## src/rtl/display_timing_gen.sv

```systemverilog
// Raster timing generator: free-running column/row counters with registered
// sync, blanking and frame-start decode aligned to the presented position.
module display_timing_gen #(
  parameter int   H_ACTIVE    = 640,
  parameter int   H_FP        = 16,
  parameter int   H_SYNC      = 96,
  parameter int   H_BP        = 48,
  parameter int   V_ACTIVE    = 480,
  parameter int   V_FP        = 10,
  parameter int   V_SYNC      = 2,
  parameter int   V_BP        = 33,
  parameter logic SYNC_ACTIVE = 1'b0
) (
  input  logic       clock,
  input  logic       reset,
  output logic       horiz_sync,
  output logic       vert_sync,
  output logic       video_on,
  output logic [9:0] pixel_row,
  output logic [9:0] pixel_column,
  output logic       frame_start
);

  localparam int H_TOTAL = H_ACTIVE + H_FP + H_SYNC + H_BP;
  localparam int V_TOTAL = V_ACTIVE + V_FP + V_SYNC + V_BP;

  localparam logic [9:0] H_LAST     = 10'(H_TOTAL - 1);
  localparam logic [9:0] V_LAST     = 10'(V_TOTAL - 1);
  localparam logic [9:0] H_VIS      = 10'(H_ACTIVE);
  localparam logic [9:0] V_VIS      = 10'(V_ACTIVE);
  localparam logic [9:0] HS_FIRST   = 10'(H_ACTIVE + H_FP);
  localparam logic [9:0] HS_LAST    = 10'(H_ACTIVE + H_FP + H_SYNC - 1);
  localparam logic [9:0] VS_FIRST   = 10'(V_ACTIVE + V_FP);
  localparam logic [9:0] VS_LAST    = 10'(V_ACTIVE + V_FP + V_SYNC - 1);

  logic [9:0] col_q, col_d;
  logic [9:0] row_q, row_d;
  logic       hs_q, hs_d;
  logic       vs_q, vs_d;
  logic       von_q, von_d;
  logic       fs_q, fs_d;

  // Decode from the next-state counters so the registered flags line up
  // with the position registered on the same edge.
  always_comb begin
    col_d = col_q + 10'd1;
    row_d = row_q;
    if (col_q == H_LAST) begin
      col_d = '0;
      if (row_q == V_LAST) row_d = '0;
      else                 row_d = row_q + 10'd1;
    end
    hs_d  = (col_d >= HS_FIRST && col_d <= HS_LAST) ? SYNC_ACTIVE : ~SYNC_ACTIVE;
    vs_d  = (row_d >= VS_FIRST && row_d <= VS_LAST) ? SYNC_ACTIVE : ~SYNC_ACTIVE;
    von_d = (col_d < H_VIS) && (row_d < V_VIS);
    fs_d  = (col_d == '0) && (row_d == '0);
  end

  // Reset parks the counters one clock before (0,0).
  always_ff @(posedge clock) begin
    if (reset) begin
      col_q <= H_LAST;
      row_q <= V_LAST;
      hs_q  <= ~SYNC_ACTIVE;
      vs_q  <= ~SYNC_ACTIVE;
      von_q <= 1'b0;
      fs_q  <= 1'b0;
    end else begin
      col_q <= col_d;
      row_q <= row_d;
      hs_q  <= hs_d;
      vs_q  <= vs_d;
      von_q <= von_d;
      fs_q  <= fs_d;
    end
  end

  assign pixel_column = col_q;
  assign pixel_row    = row_q;
  assign horiz_sync   = hs_q;
  assign vert_sync    = vs_q;
  assign video_on     = von_q;
  assign frame_start  = fs_q;

endmodule

```

## config.mk

```make
export PLATFORM = sky130hd
export DESIGN_NAME = display_timing_gen
export DESIGN_NICKNAME = d
export VERILOG_FILES = /design/src/rtl/display_timing_gen.sv
export SDC_FILE = /design/constraint.sdc
export NUM_CORES = 1
export LEC_CHECK = 0
export BUFFER_PORTS_ARGS = -buffer_cell sky130_fd_sc_hd__buf_2
export CAP_MARGIN = 20
export CORE_MARGIN = 2
export CORE_UTILIZATION = 50
export DETAILED_ROUTE_END_ITERATION = 8
export PLACE_DENSITY_LB_ADDON = 0.1
export SLEW_MARGIN = 10
export SYNTH_ARGS = -nofsm -noshare
export SYNTH_HDL_FRONTEND = slang
export SYNTH_SLANG_ARGS = --single-unit
```

## constraint.sdc

```tcl
create_clock -name clock -period 2 [get_ports clock]
set_clock_uncertainty 0.05 [all_clocks]
set_input_delay 0.4 -clock clock [delete_from_list [all_inputs] [get_ports clock]]
set_output_delay 0.4 -clock clock [all_outputs]
set_load 0.05 [all_outputs]
```

==> results of run 1 <==
## per-layer routing
metal	GRT usage	vias up	part of all wire
li1	-	751	-
met1	0.3369	724	0.44
met2	0.3799	67	0.47
met3	0.03493	15	0.057
met4	0.07302	0	0.031
met5	0	-	0
## how the worst max path moves through the flow
stage,startpoint,to,cells after the start
after floorplan,pixel_column[1],frame_start,8
after global placement,pixel_row[5],vert_sync,6
after detailed placement,pixel_row[5],vert_sync,6
after CTS,pixel_column[1],frame_start,7
after global routing,pixel_row[1],vert_sync,8
final,pixel_row[1],vert_sync,8
## through the flow
step	cells	worst slack (ps)	hold WS (ps)	util
2_1_floorplan	177	-82.21	481.5	-
3_3_place_gp	253	-35.20	446.5	0.6179
3_5_place_dp	253	-43.73	460.1	0.6179
4_1_cts	258	16.60	408.8	0.6454
5_1_grt	264	-96.26	422.3	0.6817
6_report	264	-5.299	399.9	0.6817
## power groups by stage
stage / combinational [uW] / clock [uW] / sequential [uW]
floorplan: 1030 / 0 / 1130
global placement: 1880 / 0 / 776
detailed placement: 1900 / 0 / 786
CTS: 1940 / 320 / 775
global route: 2240 / 340 / 813
finish: 2100 / 324 / 790
## Yosys cell counts (all sizes together), types with 2 or more instances
cell type / instances / area share
a31oi: 5 / 0.020
nor3: 15 / 0.062
xnor2: 8 / 0.045
dfxtp: 24 / 0.31
xor2: 4 / 0.023
o22ai: 2 / 0.0081
ha: 4 / 0.032
and2: 2 / 0.0089
and3: 4 / 0.019
o21bai: 4 / 0.019
nand3: 4 / 0.016
nand2: 14 / 0.034
or3: 2 / 0.0081
nand4bb: 2 / 0.015
a21o: 3 / 0.015
a21oi: 6 / 0.019
a211o: 2 / 0.011
and4: 2 / 0.011
nand4: 7 / 0.028
buf: 6 / 0.037
nor4b: 2 / 0.011
o21ai: 10 / 0.032
clkbuf: 4 / 0.029
nand3b: 3 / 0.015
or2: 3 / 0.012
inv: 6 / 0.015
nor2: 13 / 0.032
## cell type report
type                       instances  area [sq um]
multi-input combinational        137          1030
fill                             240         955.9
sequential                        24         518.0
timing repair buffer              60         387.9
clock buffer                       4         47.55
tap                               33         41.29
inverter                           6         22.52
## state kept, by name, summed over array words and instances (netlist names)
register	count
frame_start	1
horiz_sync	1
pixel_column	10
pixel_row	10
vert_sync	1
video_on	1
## repair_timing
item | 4_1_cts | 5_1_grt
buffers inserted | 1 | 6
resized for setup | 6 | 15
pin swaps | 3 | 6
endpoints found under the setup margin | 2 | 3
## kinds of logic (layout without fill, tap and decap cells)
kind of cell / count (synthesis) / count (layout) / share of synthesized area
compound gates: 36 / 36 / 0.1519
simple gates: 83 / 83 / 0.3388
flops: 24 / 24 / 0.3119
fa+ha+maj: 4 / 4 / 0.03250
mux: 2 / 2 / 0.01624
xor+xnor: 12 / 12 / 0.06824
buf+inv: 16 / 70 / 0.08042
==> out/qor.yml, run 1 <==
reg2reg_to: "vert_sync"
crit_family: "simple AND/OR/NAND/NOR gates"
worstMarginPinSlew_ps: 410.8
synth_edf_count: 0
cts.sinks: 24
fmax_mhz: 498.7
place_area_sq_um: 1856
grt-ovfl-total: 0
core_area_sq_um: 3003
p_switching_uw: 1612
via_count: 1557
cpPeakStageDelay_ps: 400
p_clk_frac: 0.101
cp.arrival_ps: 2180
crit_required_ps: 2170
drive_above_1_share: 0.4675
period_share: 1.003
drt_iter0_markers: 76
power_uw: 3217
core.rowCount: 20
final_nets: 238
hp-start: "reset"
r2r_slack_ps: -5
gp_congestion: 0.8804
synthArstFlopShare: 0
wirelength_um: 4227
setup_ws_ps: -5.299
cts_buffers: 3
port_buffers: 25
path_buf_inv: 2
syn-num-nets: 183
synth_warnings: 0
r2r_start: "pixel_row[1]"
hold_violations: 0
seq_power_share: 0.246
final_cell_mix: "35 x buf_4, 25 x buf_2, 14 x nand2_1"
final_cell_area_sq_um: 2047
reg2reg_depth: 8
hold_depth: 2
combPwrFrac: 0.654
io_pins: 26
slew_violations: 0
antenna_cells: 0
ant_nets: 0
p_leak_uw: 0.0008477
period_minus_slack_ps: 2005
grt_max_degree: 22
cp_max_fo: 6
power_density_nw_per_um2: 1572
min_to: "pixel_row[8]"
maxCapViolations: 0
die-area_sq_um: 3540
cts_root_buffer: "clkbuf_4"
dieHeight_um: 59.50
wl_per_cell_um: 16.01
die_width_um: 59.50
worstPathCellList: "inv_1 > ha_1 > nand4bb_1 > nor3_2 > buf_4 > or3_1 > nor3b_1 > o2111ai_1"
yosysSeqAreaShare: 0.3119
critPathKind: "reg2reg"
synthCells: 177
cts.path.max_buffers: 2
peakVddDrop_v: 0.0008831
rsz0062_at_grt: "yes"
remaining_drc_errors: 0
grt_pass1_vias: 1412
clk_pin_slew_ps: 160
antenna_found_initial: 0
status: "complete, but fails checks"
relSlewSlack: 0.7262
ys_types: 51
viasPerCell: 5.898
finalSetupTns_ps: -5.299
final_common_cell: "buf_4"
synth-seq-cells: 24
synthFlopType: "dfxtp_1"
setup_viol: 1
synth_area_per_cell_sq_um: 8.702
intPower_uw: 1605
track_usage: 0.2397
area_growth_pct: 32.90
ctsHoldBuffers: 0
cts_tree: "built"
dr.pass1.iters: 4
insertion_delay_ps: 350
hp-class: "in2reg"
swShare: 0.5010
syn_area_sq_um: 1540
htreeDepth: 1
grt_pass1_wl_um: 6458
violations: "negative setup slack"
slowest_stage: "dfxtp_4"
floorplan.initialDensity: 0.5129
crit_path_start_kind: "register"
end_kind: "register"
dp_hpwl_um: 2917
Note: power is estimated with default switching activity, not from simulation.
==> run 2: changes to the inputs <==
--- a/config.mk
+++ b/config.mk
@@ -8,7 +8,7 @@
 export BUFFER_PORTS_ARGS = -buffer_cell sky130_fd_sc_hd__buf_2
 export CAP_MARGIN = 20
 export CORE_MARGIN = 2
-export CORE_UTILIZATION = 50
+export CORE_UTILIZATION = 55
 export DETAILED_ROUTE_END_ITERATION = 8
 export PLACE_DENSITY_LB_ADDON = 0.1
 export SLEW_MARGIN = 10
==> constraint.sdc (replaced) <==
create_clock -name clock -period 2.2 [get_ports clock]
set_clock_uncertainty 0.05 [all_clocks]
set_input_delay 0.44 -clock clock [delete_from_list [all_inputs] [get_ports clock]]
set_output_delay 0.44 -clock clock [all_outputs]
set_load 0.05 [all_outputs]
==> run 2 against run 1 <==
  * The flow now finishes without violations
  * Maximum frequency shrank 5.8%
  * Register-to-register slack better by 80 ps
  * Global-route usage down 0.63 points
  * Power down 23%
  * Routed wire length is 13% lower
==> out/qor.yml, run 2 (same netlist as run 1, synthesis figures left out) <==
relSlewSlack: 0.6869
gp_congestion: 0.8583
final_common_cell: "buf_2"
grt-ovfl-total: 0
cts_tree: "built"
grt_max_degree: 22
slowest_stage: "or3b_2"
status: "completed"
period_share: 0.9674
maxCapViolations: 0
dp_hpwl_um: 2784
remaining_drc_errors: 0
peakVddDrop_v: 0.001111
worstMarginPinSlew_ps: 463.1
slew_violations: 0
period_minus_slack_ps: 2128
cts.sinks: 24
final_cell_mix: "25 x buf_2, 18 x buf_4, 15 x dfxtp_1"
finalSetupTns_ps: 0
htreeDepth: 1
core.rowCount: 19
crit_path_start_kind: "register"
core_area_sq_um: 2710
port_buffers: 25
fmax_mhz: 469.9
wl_per_cell_um: 15.02
worstPathCellList: "or3b_2 > nor4_4 > xor2_1 > buf_4 > nor3_2 > and4_1 > nor4bb_4"
drive_above_1_share: 0.3505
io_pins: 26
grt_pass1_vias: 1289
dieHeight_um: 56.92
ctsHoldBuffers: 0
cpPeakStageDelay_ps: 490
hp-class: "in2reg"
grt_pass1_wl_um: 5927
cp.arrival_ps: 2280
power_uw: 2492
track_usage: 0.2334
dr.pass1.iters: 4
final_nets: 221
die_width_um: 56.92
area_growth_pct: 17.95
end_kind: "register"
p_leak_uw: 0.0007371
critPathKind: "reg2reg"
cts_root_buffer: "clkbuf_4"
die-area_sq_um: 3240
cts.path.max_buffers: 2
crit_required_ps: 2350
cp_max_fo: 5
viasPerCell: 5.943
floorplan.initialDensity: 0.5683
insertion_delay_ps: 310
antenna_cells: 0
antenna_found_initial: 0
cts_buffers: 3
setup_viol: 0
hold_violations: 0
drt_iter0_markers: 49
ant_nets: 0
via_count: 1456
clk_pin_slew_ps: 120
power_density_nw_per_um2: 1372
wirelength_um: 3681
run 2: cell count changes in the layout (fill, tap and decap cells not counted), moves of 2 or more:
cell and change:
buf_4 -17, xor2_1 +2, nor2_1 +2, dfxtp_2 -5, dfxtp_1 +7, dfxtp_4 -2, xnor2_1 +2, xnor2_2 -2
xor2_2 -2
run 2: stage by stage:
step	worst slack [ps]	std cells	util	instance area [sq um]	hold slack (ps)
final	71.71	245	0.6704	1817	458.8
after global routing	-16.49	245	0.6704	1817	471.5
after CTS	80.01	239	0.6427	1742	455.5
after detailed placement	114.8	235	0.6293	1705	481.5
after global placement	114.9	235	0.6293	1705	466.5
after floorplan	17.65	177	-	1553	521.5
run 2: repair_timing:
action | 4_1_cts | 5_1_grt
endpoints found under the hold margin | 0 | 0
setup buffers | 0 | 6
resized for setup | 0 | 11
endpoints found under the setup margin | 0 | 3
run 2: path summary, 6_finish.rpt:
path                        start              end  slack (ps)  cells after the start
setup / recovery  pixel_column[5]      frame_start          70                      7
hold / removal              reset     pixel_row[4]         460                      2
setup reg to reg  pixel_column[5]      frame_start          70                      7
hold reg to reg   pixel_column[8]  pixel_column[8]         500                      2
run 2: final cells by class:
cell class	count	area [sq um]
Clock buffer	4	36.28
Fill cell	238	893.4
Inverter	6	22.52
Multi-Input combinational cell	137	954.7
Sequential cell	24	504.2
Tap cell	31	38.79
Timing Repair Buffer	43	260.3
run 2: power by group:
group | leakage, uW | switching [uW] | total (uW) | internal (uW)
clock | 0.0000210 | 120 | 221 | 101
combinational | 0.000519 | 1020 | 1550 | 537
sequential | 0.000197 | 163 | 717 | 555
run 2: worst max-delay path, delay by kind of cell, from the launching register on:
kind | cells | cell delay (ps)
AND/OR/NAND/NOR | 5 | 1160
flip-flops | 1 | 380
XOR/XNOR | 1 | 270
buffers and inverters | 1 | 160
run 2: layer usage:
metal	vias to the layer above	wire length (um)	global-route usage
met1	689	1709	0.3149
met2	50	1715	0.3842
li1	715	-	-
met5	-	0	0
met3	2	239	0.05300
met4	0	17	0.04651
==> run 3: changes to the inputs <==
--- a/config.mk
+++ b/config.mk
@@ -7,8 +7,10 @@
 export LEC_CHECK = 0
 export BUFFER_PORTS_ARGS = -buffer_cell sky130_fd_sc_hd__buf_2
 export CAP_MARGIN = 20
+export CELL_PAD_IN_SITES_DETAIL_PLACEMENT = 1
+export CELL_PAD_IN_SITES_GLOBAL_PLACEMENT = 1
 export CORE_MARGIN = 2
-export CORE_UTILIZATION = 55
+export CORE_UTILIZATION = 41
 export DETAILED_ROUTE_END_ITERATION = 8
 export PLACE_DENSITY_LB_ADDON = 0.1
 export SLEW_MARGIN = 10
==> run 3 against run 2 <==
  * Flip-flop and latch count unchanged
  * Register-to-register slack about the same
  * Core utilization down 15 points
  * Setup slack better by 2.9 ps
  * Sequential share of layout area down 1.6 points
  * Maximum frequency up 0.13%
  * Sequential power up 3.1%
  * Critical path depth unchanged
  * Die area up 32%
  * Global-route usage down 0.37 points
  * Via count up 3.0%
  * Design area up 4.7%
==> out/qor.yml, run 3 (same netlist as run 1, synthesis figures left out) <==
status: "completed"
cpPeakStageDelay_ps: 530
core.rowCount: 22
wl_per_cell_um: 17.41
setup_ws_ps: 74.58
final_common_cell: "buf_2"
gr-max-usage-layer: "met2"
io_pins: 26
grt_pass1_wl_um: 7562
multiInputGateArea_sq_um: 972.2
period_share: 0.9661
hp-class: "reg2reg"
instances_no_fill: 265
antenna_cells: 0
slew_violations: 0
crit_required_ps: 2310
cp_max_fo: 12
die-area_sq_um: 4263
place_area_sq_um: 1757
final_cell_area_sq_um: 1902
core_area_sq_um: 3633
worstPathCellList: "or3b_2 > nor4_4 > xor2_1 > buf_4 > nor3_2 > and4_1 > nor4bb_4"
wirelength_um: 4613
drt_iter0_markers: 66
port_buffers: 25
final_cell_mix: "25 x buf_2, 21 x buf_4, 14 x nand2_1, 14 x dfxtp_1, 12 x nor2_1"
end_kind: "register"
area_growth_pct: 23.48
swShare: 0.5126
gp_congestion: 0.8218
insertion_delay_ps: 270
ctsHoldBuffers: 0
combPwrFrac: 0.611
cts_buffers: 3
htreeDepth: 1
drive_above_1_share: 0.3733
remaining_drc_errors: 0
relSlewSlack: 0.6795
worstMarginPinSlew_ps: 477.4
hold_violations: 0
grt-ovfl-total: 0
seq_power_share: 0.264
floorplan.initialDensity: 0.4239
dp_hpwl_um: 3367
num-fill-cells: 455
power_uw: 2802
ant_nets: 0
power_density_nw_per_um2: 1474
grt_pass1_vias: 1491
p_leak_uw: 0.0007662
via_count: 1499
final_nets: 224
grt_use_met2: 0.3750
cts.path.max_buffers: 2
dr.pass1.iters: 4
track_usage: 0.2297
dpl.cell_count: 256
setup_viol: 0
grt_max_degree: 22
gr-usage-met3: 0.02568
fmax_mhz: 470.5
cp.arrival_ps: 2230
crit_family: "simple AND/OR/NAND/NOR gates"
viasPerCell: 5.657
seqCellArea_sq_um: 498.0
critPathKind: "reg2reg"
intPower_uw: 1366
p_switching_uw: 1437
peakVddDrop_v: 0.0006973
cts_tree: "built"
die_width_um: 65.29
maxCapViolations: 0
clk_pin_slew_ps: 90
antenna_found_initial: 0
crit_path_start_kind: "register"
place_ws_ps: 29.33
path_buf_inv: 1
period_minus_slack_ps: 2125
gr-usage-met1: 0.3191
p_clk_frac: 0.126
dieHeight_um: 65.29
cts.sinks: 24
cts_root_buffer: "clkbuf_8"
slowest_stage: "or3b_2"
==> run 3: worst paths after layout <==
check / endpoint / start / cells past startpoint / slack [ps]
min: pixel_row[1] / pixel_row[1] / 2 / 500
max: frame_start / pixel_column[5] / 7 / 70
min reg2reg: pixel_row[1] / pixel_row[1] / 2 / 500
max reg2reg: frame_start / pixel_column[5] / 7 / 70
==> run 3: area by class of cell <==
class,count,area share
well taps,48,0.03158
inverters,6,0.01184
clock buffers,4,0.03487
repair buffers,46,0.1487
flip-flops and latches,24,0.2618
multi-input cells,137,0.5112
==> run 3: routing by layer <==
metal	wire (um)	part of all wire
met2	2208	0.48
met1	2219	0.48
met5	0	0
met3	137	0.030
met4	47	0.010
==> run 3: timing repair <==
item,in CTS,in global routing
buffers inserted,0,5
setup endpoints to repair,0,3
gates resized for setup,0,12
==> run 3: tightest hold or removal path: stages, from the launching register on <==
cell and delay, ps:
dfxtp_2 370, nand2_1 90, a21oi_1 60
==> run 3: metrics by stage <==
stage | utilization | setup TNS (ps) | hold WS, ps
2_1_floorplan | - | 0 | 521.5
3_3_place_gp | 0.4835 | 0 | 475.5
3_5_place_dp | 0.4835 | 0 | 502.4
4_1_cts | 0.5017 | 0 | 509.6
5_1_grt | 0.5234 | -1.982 | 532.8
6_report | 0.5234 | 0 | 502.6
==> run 3: power groups by stage <==
stage	combinational (uW)	clock (uW)	sequential, uW
floorplan	929	0	1010
global placement	1550	0	728
detailed placement	1580	0	739
CTS	1590	366	731
global route	1840	378	766
finish	1710	352	739
